<file path="config.mk">
export PLATFORM = sky130hd
export DESIGN_NAME = enc_out_stage
export DESIGN_NICKNAME = d
export VERILOG_FILES = /design/src/rtl/enc_out_stage_pkg.sv /design/src/rtl/enc_out_stage.sv
export SDC_FILE = /design/constraint.sdc
export NUM_CORES = 1
export LEC_CHECK = 0
export ABC_AREA = 1
export CELL_PAD_IN_SITES_DETAIL_PLACEMENT = 0
export CELL_PAD_IN_SITES_GLOBAL_PLACEMENT = 1
export CORE_UTILIZATION = 32
export DETAILED_ROUTE_END_ITERATION = 16
export GPL_TIMING_DRIVEN = 0
export MAX_ROUTING_LAYER = met4
export PLACE_DENSITY = 0.9
export SLEW_MARGIN = 20
export SYNTH_ARGS = -nofsm -noshare
export SYNTH_HDL_FRONTEND = slang
export SYNTH_SLANG_ARGS = --single-unit
</file>
<file path="constraint.sdc">
create_clock -name clk -period 1.5 [get_ports clk]
set_input_delay 0.3 -clock clk [delete_from_list [all_inputs] [get_ports clk]]
set_output_delay 0.3 -clock clk [all_outputs]
set_load 0.03 [all_outputs]
</file>
<file path="src/rtl/enc_out_stage_pkg.sv">
// Shared encoder constants and the output-stage state type.
// Beat counts are derived from the code geometry and must divide exactly.
package enc_out_stage_pkg;

    localparam int ENC_SYM         = 4;
    localparam int EGF_DIM         = 8;
    localparam int ENC_MES_BUF_DEP = 8;
    localparam int ENC_MES_LEN     = 16;
    localparam int ENC_PAR_LEN     = 8;

    localparam int ENC_MES_BEATS = ENC_MES_LEN / ENC_SYM;
    localparam int ENC_PAR_BEATS = ENC_PAR_LEN / ENC_SYM;

    localparam int ENC_MAX_BEATS = (ENC_MES_BEATS > ENC_PAR_BEATS) ? ENC_MES_BEATS : ENC_PAR_BEATS;
    localparam int ENC_CNT_W     = (ENC_MAX_BEATS > 1) ? $clog2(ENC_MAX_BEATS) : 1;

    typedef enum logic {
        MES = 1'b0,
        PAR = 1'b1
    } enc_out_state_t;

endpackage

</file>
<file path="src/rtl/enc_out_stage.sv">
// Encoder output stage: streams the message beats of a codeword, then the
// parity snapshot, through one registered valid/ready output port.
module enc_out_stage
    import enc_out_stage_pkg::*;
(
    input  logic                                    clk,
    input  logic                                    rst_n,
    input  logic                                    con_stall,
    input  logic [ENC_MES_BUF_DEP-1:0][EGF_DIM-1:0] mes_buf_data,
    input  logic                                    mes_valid,
    input  logic                                    par_load,
    input  logic [ENC_PAR_LEN-1:0][EGF_DIM-1:0]     par_data,
    input  logic                                    out_ready,
    output logic [ENC_SYM-1:0][EGF_DIM-1:0]         out_data,
    output logic                                    out_valid,
    output logic                                    out_last,
    output logic                                    stall_req,
    output logic                                    par_ovf
);

    if ((ENC_MES_LEN % ENC_SYM) != 0) begin : g_bad_mes_len
        $error("ENC_MES_LEN must be a multiple of ENC_SYM");
    end
    if ((ENC_PAR_LEN % ENC_SYM) != 0) begin : g_bad_par_len
        $error("ENC_PAR_LEN must be a multiple of ENC_SYM");
    end

    // Only the tail beat of the message buffer is consumed here.
    if (ENC_MES_BUF_DEP > ENC_SYM) begin : g_head
        logic unused_head;
        assign unused_head = ^mes_buf_data[ENC_MES_BUF_DEP-ENC_SYM-1:0];
    end

    enc_out_state_t                      state;
    logic [ENC_CNT_W-1:0]                cnt;
    logic                                par_full;
    logic [ENC_PAR_LEN-1:0][EGF_DIM-1:0] snap;
    logic                                ld;
    logic                                mes_take;
    logic                                par_rd;
    logic                                par_last_rd;

    // Handshake: a beat transfers on a rising edge where out_valid && out_ready;
    // once out_valid is high, out_data/out_last hold until that transfer.
    assign ld          = !out_valid || out_ready;
    assign stall_req   = out_valid && !out_ready;
    assign mes_take    = (state == MES) && ld && mes_valid && !con_stall;
    assign par_rd      = (state == PAR) && ld && par_full;
    assign par_last_rd = par_rd && (cnt == ENC_CNT_W'(ENC_PAR_BEATS - 1));

    always_ff @(posedge clk or negedge rst_n) begin
        if (!rst_n) begin
            state     <= MES;
            cnt       <= '0;
            par_full  <= 1'b0;
            par_ovf   <= 1'b0;
            out_valid <= 1'b0;
            out_last  <= 1'b0;
            out_data  <= '0;
            snap      <= '0;
        end else begin
            if (ld) begin
                out_valid <= 1'b0;
                out_last  <= 1'b0;
                case (state)
                    MES: begin
                        if (mes_take) begin
                            out_data  <= mes_buf_data[ENC_MES_BUF_DEP-1 -: ENC_SYM];
                            out_valid <= 1'b1;
                            if (cnt == ENC_CNT_W'(ENC_MES_BEATS - 1)) begin
                                cnt   <= '0;
                                state <= PAR;
                            end else begin
                                cnt <= cnt + 1'b1;
                            end
                        end
                    end
                    PAR: begin
                        if (par_full) begin
                            out_data  <= snap[ENC_PAR_LEN-1 -: ENC_SYM];
                            out_valid <= 1'b1;
                            if (par_last_rd) begin
                                out_last <= 1'b1;
                                cnt      <= '0;
                                state    <= MES;
                            end else begin
                                cnt <= cnt + 1'b1;
                            end
                        end
                    end
                    default: state <= MES;
                endcase
            end

            // A load landing on the final parity read refills rather than overruns.
            if (par_load && (!par_full || par_last_rd)) begin
                snap     <= par_data;
                par_full <= 1'b1;
            end else begin
                if (par_load) begin
                    par_ovf <= 1'b1;
                end
                if (par_rd) begin
                    snap <= snap << (ENC_SYM * EGF_DIM);
                    if (par_last_rd) begin
                        par_full <= 1'b0;
                    end
                end
            end
        end
    end

endmodule

</file>
======== Word level (Yosys, flattened, before mapping) ========
Index checks and enable logic that the tools add are counted.
cells by class
  eq/ne operators ......................... 4
  bitwise operators ....................... 2
  reduce and logical (&&, ||, !) cells .... 19
  multiplexer cells ....................... 24
  add/sub/neg operators ................... 1
operators by type and width
  operator                                       count
  two-way mux 64 bit                             2
  two-way mux 32 bit                             2
  case mux 32 bit (2 select lines)               1
  two-way mux 1 bit                              12
  logical AND 1 bit                              8
  two-way mux 2 bit                              4
  zero test 1 bit                                4
  case mux 1 bit (2 select lines)                2
  case mux 2 bit (2 select lines)                1
  AND reduction 2 bit                            2
  nonzero test 2 bit                             2
  AND reduction 3 bit                            1
  adder 2 x 1 -> 2 bit, second input constant    1
  == test 2 x 1 -> 1 bit, second input constant  1
  == test 2 bit, second input constant           1
  logical OR 1 bit                               2
  != test 2 x 1 -> 1 bit, second input constant  1
  != test 2 bit, second input constant           1
  inverter 1 bit                                 2
word-level totals
  output and inout port bits .............. 36
  bits in registers ....................... 103
  input port bits ......................... 134
  word-level logic and storage cells ...... 68

======== Logic depth before layout (Yosys ltp) ========
Gate-level depths: netlist of run 1.
  word-level depth ........................ 9
  gate-level depth with buffers ........... 10
  gate-level depth less buffers ........... 9

======== Worst setup path after synthesis of run 1 ========
No wires, ideal clock.
  path type ............................... register -> register
  start ................................... register out_valid
  end ..................................... register out_data[0] in the netlist's numbering
  path slack .............................. -0.031 ns
  stages on the path, launching flop included .. 10
  clock period less this slack ............ 1.531 ns
  required time ........................... 1.382 ns
  arrival ................................. 1.413 ns
  path buffers ............................ 1
  library setup time ...................... 0.118 ns
  cells stage by stage .................... dfrtp_1 -> nand2_1 -> inv_2 -> nor2_4 -> inv_2 -> nand2_2 -> inv_2 -> buf_2 -> nand2_1 -> nand2_1
between the ends
  longest elaborated chain between the ends .. 7
ends and longest elaborated chain
  what                             RTL line             RTL
  start, declared                  enc_out_stage.sv:15  output logic out_valid,
  start signal, assigned           enc_out_stage.sv:57  out_valid <= 1'b0;
  start signal, assigned           enc_out_stage.sv:63  out_valid <= 1'b0;
  start signal, assigned           enc_out_stage.sv:69  out_valid <= 1'b1;
  zero test 1 bit *                enc_out_stage.sv:45  assign ld = !out_valid || out_ready;
  logical OR 1 bit *               enc_out_stage.sv:45
  logical AND 1 bit (3 in series)  enc_out_stage.sv:47  assign mes_take = (state == MES) && ld && mes_valid && !con_stall;
  != test 2 bit (no line)          n/a
  AND reduction 3 bit (no line) *  n/a
  end signal, assigned             enc_out_stage.sv:68  out_data <= mes_buf_data[ENC_MES_BUF_DEP-1 -: ENC_SYM];
  end signal, assigned             enc_out_stage.sv:80  out_data <= snap[ENC_PAR_LEN-1 -: ENC_SYM];
  end, declared                    enc_out_stage.sv:14  output logic [ENC_SYM-1:0][EGF_DIM-1:0] out_data,
Mark *: on every way between the ends. The rest lies on a longest branch, timed or not.
A chain may end at the register's enable or synchronous reset.

======== Worst setup path after layout of run 1 ========
  start ................................... register out_valid
  end ..................................... register snap[9] in the netlist's numbering
between the ends
  longest elaborated chain between the ends .. 8
  elaborated cells on any way between the ends .. 9
  those cells by class .................... mux (1); reduce/logical (8)
ends and longest elaborated chain
  what                                                      RTL line              RTL
  zero test 1 bit *                                         enc_out_stage.sv:45
  logical OR 1 bit *                                        enc_out_stage.sv:45
  logical AND 1 bit * (2 in series)                         enc_out_stage.sv:48   assign par_rd = (state == PAR) && ld && par_full;
  logical AND 1 bit                                         enc_out_stage.sv:49   assign par_last_rd = par_rd && (cnt == ENC_CNT_W'(ENC_PAR_BEATS - 1));
  logical OR 1 bit                                          enc_out_stage.sv:96   if (par_load && (!par_full || par_last_rd)) begin
  logical AND 1 bit                                         enc_out_stage.sv:96
  two-way mux 64 bit or nonzero test 2 bit (tied branches)  n/a
  end signal, assigned                                      enc_out_stage.sv:97   snap <= par_data;
  end signal, assigned                                      enc_out_stage.sv:104  snap <= snap << (ENC_SYM * EGF_DIM);
  end, declared                                             enc_out_stage.sv:37   logic [ENC_PAR_LEN-1:0][EGF_DIM-1:0] snap;
Marks and branches as above.

==> impl_metrics.py, run 1 <==
metrics = {
    "run_status": {
        "status": "complete, but fails checks",
        "violations": "setup timing",
    },
    "sta": {
        "fmax_mhz": 644,
        "final.setup.tns_ns": -0.362,
        "finalCritPeriodShare_pct": 103,
        "clock_skew_ns": 0.00704,
        "grt_setup_unrepaired": "true",
        "worst_hold_slack_ns": 0.362,
        "relSlewSlack_pct": 73.1,
        "fin_ws_ns": -0.0518,
        "timing.final.crit_period_ns": 1.55,
        "tightest_slew_ns": 0.404,
        "hold_viol": 0,
        "finalMaxSlewViolations": 0,
        "final-setup-viol-count": 13,
    },
    "logic_synthesis": {
        "ys_warn_count": 0,
        "yosysTopAreaCell": "dfrtp_1",
        "syn_avg_cell_area_um2": 7.35,
        "synth_seq_cells": 103,
        "yosysMostFrequentCell": "nand2_1",
        "synth_fp_nets": 829,
        "synth_area_um2": 5090,
        "synth_common_cells": "nand2_1, nand3_1, dfrtp_1",
        "synth_top_area_share_pct": 50.6,
        "synthTopCellsByArea": "dfrtp_1, nand2_1, nand3_1, inv_1, buf_2",
        "synthCells": 693,
        "ys_types": 18,
        "ys.flop_type": "dfrtp_1",
        "synth_edf_count": 0,
        "ys_seq_area_share_pct": 50.6,
        "synthArstFlopShare_pct": 100,
    },
    "floorplanning": {
        "initial_core_util_pct": 33.1,
        "die_w_um": 128,
        "rows": 45,
        "placeableCoreArea_um2": 15400,
        "die_area_um2": 16400,
        "io_pins": 170,
        "die_height_um": 128,
    },
    "final_layout": {
        "fin_util_pct": 52.4,
        "nets": 1007,
        "syn_to_final_growth_pct": 58.1,
        "n_antenna_cell": 0,
        "drive_above_1_share_pct": 20.4,
    },
    "clock_tree": {
        "clock-sinks": 103,
        "cts_made_buffers": 9,
        "clock_path_buffers": 2,
        "clkLatencyLatePin_ns": 0.35,
        "cts_max_level": 3,
        "cts_tree": "yes",
        "clockRootBuffer": "clkbuf_16",
        "clk_pin_slew_ns": 0.06,
    },
    "drt": {
        "drc": 0,
        "routed_wl_um": 15000,
        "via_count": 4836,
        "initialDrtViolationCount": 179,
        "post_drt_wl_per_cell_um": 13.8,
        "firstDrtPassIters": 4,
        "ant_nets": 0,
        "vias_per_cell": 4.46,
    },
    "placement": {
        "port-buffer-count": 137,
        "pre_cts_slack_ns": -0.479,
        "gp_congestion": 0.774,
        "dp_hpwl_um": 10600,
    },
    "pwr": {
        "p_clk_share_pct": 14.7,
        "pwr-share-seq_pct": 32.6,
        "peakVddDrop_uv": 694,
        "comb_power_share_pct": 52.7,
        "p_leak_nw": 4.22,
        "p_switching_mw": 6.20,
        "swShare_pct": 41.6,
        "internal-power_mw": 8.71,
        "p_per_area_nw_per_um2": 1850,
    },
    "worst_setup_path": {
        "crit_path_max_fanout": 5,
        "r2r_slack_ns": -0.05,
        "worstPathArrival_ns": 1.79,
        "cp-start-kind": "flop",
        "cp-end-kind": "flop",
        "crit_required_ns": 1.74,
        "path_class": "reg2reg",
    },
    "run": {
        "cap_violations": 0,
    },
    "grt": {
        "grtUsageTotal_pct": 19.1,
        "grt_pass1_vias": 4774,
        "overflow": 0,
        "grt_max_degree": 74,
        "grt_pass1_wl_um": 23500,
        "antenna_found_initial": 0,
    },
    "min_path": {
        "hold_path_class": "in2reg",
    },
}
## layout by cell type, fill, tap and decap left out
cell type	count
nand2_1	345
dfrtp_1	102
clkdlybuf4s50_1	99
nand3_2	67
nand3_1	61
inv_1	37
dlygate4sd2_1	36
buf_6	18
buf_4	17
clkbuf_16	15
nand2_2	12
buf_8	10
clkbuf_1	9
clkbuf_2	4
clkbuf_4	4
buf_2	4
buf_16	4
inv_4	3
inv_2	3
nand2_4	3
buf_12	3
nand3_4	2
nand2_8	2
o21ai_0	2
clkbuf_8	2
nor2_4	1
nand4_1	1
o21bai_1	1
xor2_1	1
ha_2	1
ha_1	1
clkinv_2	1
bufbuf_16	1
dlygate4sd3_1	1
dfrtp_2	1
## cell families (layout without fill, tap and decap cells)
| family | after synthesis | after routing | share of synthesized area, % |
|---|---|---|---|
| flops | 103 | 103 | 50.6 |
| buf+inv | 90 | 271 | 8.26 |
| compound gates | 3 | 3 | 0.344 |
| xor+xnor | 1 | 1 | 0.172 |
| fa+ha+maj | 2 | 2 | 0.491 |
| simple gates | 494 | 494 | 40.1 |
## final timing paths
kind,startpoint,endpoint,depth (start not counted)
max reg2reg,out_valid$_DFFE_PN0N_,snap[9]$_DFFE_PN0P_,11
max,out_valid$_DFFE_PN0N_,snap[9]$_DFFE_PN0P_,11
min in group asynchronous,rst_n,snap[13]$_DFFE_PN0P_,2
min,out_ready,out_valid$_DFFE_PN0N_,4
min reg2reg,out_data[8]$_DFFE_PN0P_,out_data[8]$_DFFE_PN0P_,2
max in group asynchronous,rst_n,out_data[5]$_DFFE_PN0P_,3
## power groups by stage
stage | clock, mW | sequential, mW | combinational, mW
5_1_grt | 2.33 | 5.02 | 8.66
4_1_cts | 2.24 | 4.78 | 6.88
3_5_place_dp | 0 | 4.84 | 6.24
3_3_place_gp | 0 | 4.80 | 6.13
6_report | 2.20 | 4.86 | 7.86
2_1_floorplan | 0 | 5.49 | 3.32
## final cells by class
type | count | area (um^2)
Buffer | 45 | 398
Inverter | 43 | 169
Fill cell | 1480 | 7320
Tap cell | 211 | 264
Sequential cell | 103 | 2580
Clock buffer | 13 | 260
Multi-Input combinational cell | 500 | 2530
Clock inverter | 1 | 5.00
Timing Repair Buffer | 169 | 1850
## registers in the layout, indices dropped and copies added, names as in the netlist
name,cells
cnt,2
out_data,32
out_last,1
snap,64
state,1
par_ovf,1
par_full,1
out_valid,1
## critical path, stage by stage, from the launching register on
cell,delay (ns)
dfrtp_1,0.35
nand2_2,0.08
buf_6,0.12
buf_6,0.11
nand3_4,0.09
nand2_8,0.08
buf_12,0.14
buf_12,0.13
clkbuf_16,0.14
buf_6,0.11
nand3_2,0.04
nand2_1,0.05
## stage by stage
step / instances / instance area (um^2) / total power [mW]
floorplan: 693 / 5090 / 8.80
global route: 1085 / 8050 / 16.0
finish: 1085 / 8050 / 14.9
CTS: 1076 / 7410 / 13.9
detailed placement: 1042 / 6760 / 11.1
global placement: 1041 / 6730 / 10.9
## timing repair
item / in CTS / in global routing
setup buffers: 11 / 5
pin swaps: 17 / 41
gates resized for setup: 93 / 122
hold buffers: 1 / 0
endpoints found under the setup margin: 125 / 96
endpoints found under the hold margin: 30 / 0
cloned: 8 / 6
## metal layers
layer / vias up / part of all wire, % / GRT usage, % / wire length (um)
met5: - / 0 / - / 0
met4: 0 / 1.9 / 7.68 / 285
met3: 19 / 3.9 / 2.84 / 583
met2: 102 / 49 / 31.5 / 7330
met1: 2198 / 45 / 23.4 / 6780
li1: 2517 / - / - / -
(Power assumes the default switching activity.)
==> run 2, diff against run 1 <==
--- a/config.mk
+++ b/config.mk
@@ -8,11 +8,11 @@
 export ABC_AREA = 1
 export CELL_PAD_IN_SITES_DETAIL_PLACEMENT = 0
 export CELL_PAD_IN_SITES_GLOBAL_PLACEMENT = 1
-export CORE_UTILIZATION = 32
+export CORE_UTILIZATION = 29
 export DETAILED_ROUTE_END_ITERATION = 16
 export GPL_TIMING_DRIVEN = 0
 export MAX_ROUTING_LAYER = met4
-export PLACE_DENSITY = 0.9
+export PLACE_DENSITY = 0.86
 export SLEW_MARGIN = 20
 export SYNTH_ARGS = -nofsm -noshare
 export SYNTH_HDL_FRONTEND = slang
==> constraint.sdc (replaced) <==
create_clock -name clk -period 1.2 [get_ports clk]
set_input_delay 0.24 -clock clk [delete_from_list [all_inputs] [get_ports clk]]
set_output_delay 0.24 -clock clk [all_outputs]
set_load 0.03 [all_outputs]
==> run 2 against run 1 <==
Effect of this change:
- the flow still finishes with violations (setup timing)
- largest cell class unchanged
- worst hold slack lost 0.021 ns
- setup slack got worse by 0.19 ns
- clock skew grew 0.0025 ns
- first-iteration DRC count is 50% higher
- global-route usage shrank 1.7 points
- sequential share of layout area increased by 1.2 points
==> impl_metrics.py, run 2 (synthesis results as in run 1) <==
metrics = {
    "run_status": {
        "status": "complete, but fails checks",
        "violations": "setup timing",
    },
    "floorplanning": {
        "rows": 48,
        "initial_core_util_pct": 29.5,
        "die_w_um": 134,
        "die_area_um2": 18100,
        "die_height_um": 134,
        "io_pins": 170,
        "placeableCoreArea_um2": 17200,
    },
    "clock_tree": {
        "clock-sinks": 103,
        "clockRootBuffer": "clkbuf_16",
        "cts_max_level": 3,
        "cts_tree": "yes",
        "cts_made_buffers": 9,
        "clock_path_buffers": 2,
        "clk_pin_slew_ns": 0.07,
        "clkLatencyLatePin_ns": 0.36,
    },
    "drt": {
        "post_drt_wl_per_cell_um": 13.6,
        "initialDrtViolationCount": 269,
        "via_count": 4760,
        "ant_nets": 0,
        "drc": 0,
        "routed_wl_um": 14900,
        "vias_per_cell": 4.34,
        "firstDrtPassIters": 4,
    },
    "placement": {
        "pre_cts_slack_ns": -0.709,
        "port-buffer-count": 137,
        "gp_congestion": 0.807,
        "post_dp_cell_area_um2": 6870,
        "dp.cells": 1056,
        "dp_hpwl_um": 10900,
    },
    "worst_setup_path": {
        "path_buf_inv": 3,
        "reg2reg_to": "snap[21]$_DFFE_PN0P_",
        "cpPeakStageDelay_ns": 0.40,
        "rr_worst_depth": 9,
        "timing.rr.start": "cnt[1]$_DFFE_PN0P_",
        "path_cells": "inv_2 -> ha_4 -> nand3_4 -> nand2_8 -> nand2_8 -> buf_12 -> clkbuf_16 -> nand3_2 -> nand2_2",
        "worstPathArrival_ns": 1.69,
        "crit_path_max_fanout": 7,
        "slowest_stage": "dfrtp_1",
        "r2r_slack_ns": -0.24,
        "path_class": "reg2reg",
        "cpMostUsedCell": "nand2_8",
        "cp.depth": 9,
        "path_delay_family": "flip-flops",
        "crit_required_ns": 1.45,
        "cp-start-kind": "flop",
        "cp-end-kind": "flop",
    },
    "sta": {
        "finalCritPeriodShare_pct": 120,
        "finalMaxSlewViolations": 0,
        "relSlewSlack_pct": 73.8,
        "final-setup-viol-count": 103,
        "fmax_mhz": 695,
        "tightest_slew_ns": 0.394,
        "grt_setup_unrepaired": "true",
        "fin_ws_ns": -0.240,
        "timing.final.crit_period_ns": 1.44,
        "hold_viol": 0,
        "clock_skew_ns": 0.00955,
    },
    "final_layout": {
        "syn_to_final_growth_pct": 52.5,
        "n_antenna_cell": 0,
        "top_regs": "snap x64, out_data x32, cnt x2",
        "final_cells": 1096,
        "layout_commonest_cell": "nand2_1",
        "largest_register_ffs": 64,
        "layout_common_cells": "nand2_1, dfrtp_1, clkdlybuf4s50_1",
        "fin_area_um2": 7760,
        "drive_above_1_share_pct": 22.3,
        "nets": 1002,
        "top_register": "snap",
    },
    "pwr": {
        "peakVddDrop_uv": 959,
        "p_leak_nw": 4.13,
        "p_per_area_nw_per_um2": 2370,
    },
    "grt": {
        "overflow": 0,
        "grtUsageTotal_pct": 17.4,
        "antenna_found_initial": 0,
        "grt_pass1_wl_um": 23800,
        "grt_pass1_vias": 4815,
        "grt_max_degree": 68,
    },
    "min_path": {
        "hold_path_class": "in2async",
    },
    "run": {
        "cap_violations": 0,
    },
}
run 2: cell types whose count changed in the layout (fill, tap and decap cells not counted), moves of 3 or more:
cell | previous run | this run
buf_6 | 18 | 25
buf_2 | 4 | 36
clkbuf_16 | 15 | 12
nand2_1 | 345 | 335
clkbuf_1 | 9 | 6
nand2_2 | 12 | 20
nand3_1 | 61 | 91
nand3_2 | 67 | 37
inv_6 | 0 | 3
dlygate4sd2_1 | 36 | 0
run 2: area by class of cell:
class                      instances  area [um^2]
timing repair buffer             163         1560
inverter                          43          179
sequential                       103         2580
buffer                            46          447
clock buffer                      11          243
clock inverter                     5         57.6
fill                            1726         9470
tap                              225          282
multi-input combinational        500         2420
run 2: worst max-delay path by stage:
stage,startpoint,to,slack (ns)
2_1_floorplan,out_valid$_DFFE_PN0N_,snap[40]$_DFFE_PN0P_,-0.15
3_3_place_gp,rst_n,out_valid$_DFFE_PN0N_,-4.37
3_5_place_dp,out_ready,snap[51]$_DFFE_PN0P_,-0.71
4_1_cts,state$_DFFE_PN0N_,snap[37]$_DFFE_PN0P_,-0.24
5_1_grt,par_load,snap[53]$_DFFE_PN0P_,-0.33
6_report,cnt[1]$_DFFE_PN0P_,snap[21]$_DFFE_PN0P_,-0.24
run 2: power by group:
group / switching, mW / internal, mW / leakage [nW]
Clock: 1.35 / 1.68 / 0.149
Combinational: 5.40 / 3.89 / 2.66
Sequential: 1.02 / 5.10 / 1.32
Total: 7.77 / 10.7 / 4.13
run 2: timing repair:
action / CTS / global route
setup endpoints to repair: 137 / 106
setup buffers: 13 / 3
cloned: 4 / 5
hold buffers: 1 / 0
pin swaps: 6 / 20
endpoints found under the hold margin: 36 / 0
resized for setup: 239 / 86
run 2: routing by layer:
metal | global-route usage [%] | share of wire, %
met1 | 21.6 | 45
met2 | 29.4 | 50
met3 | 1.84 | 3.4
met4 | 6.05 | 1.5
met5 | - | 0
run 2: through the flow:
| stage | setup TNS (ns) | utilization (%) | hold WS [ns] | power, mW |
|---|---|---|---|---|
| 2_1_floorplan | -13.94 | - | -0.0556 | 11.3 |
| 3_3_place_gp | -472.16 | 39.7 | 0.456 | 14.0 |
| 3_5_place_dp | -61.41 | 39.8 | 0.167 | 14.2 |
| 4_1_cts | -20.73 | 43.0 | 0.360 | 17.7 |
| 5_1_grt | -27.61 | 45.0 | 0.396 | 19.8 |
| 6_report | -19.54 | 45.0 | 0.340 | 18.4 |
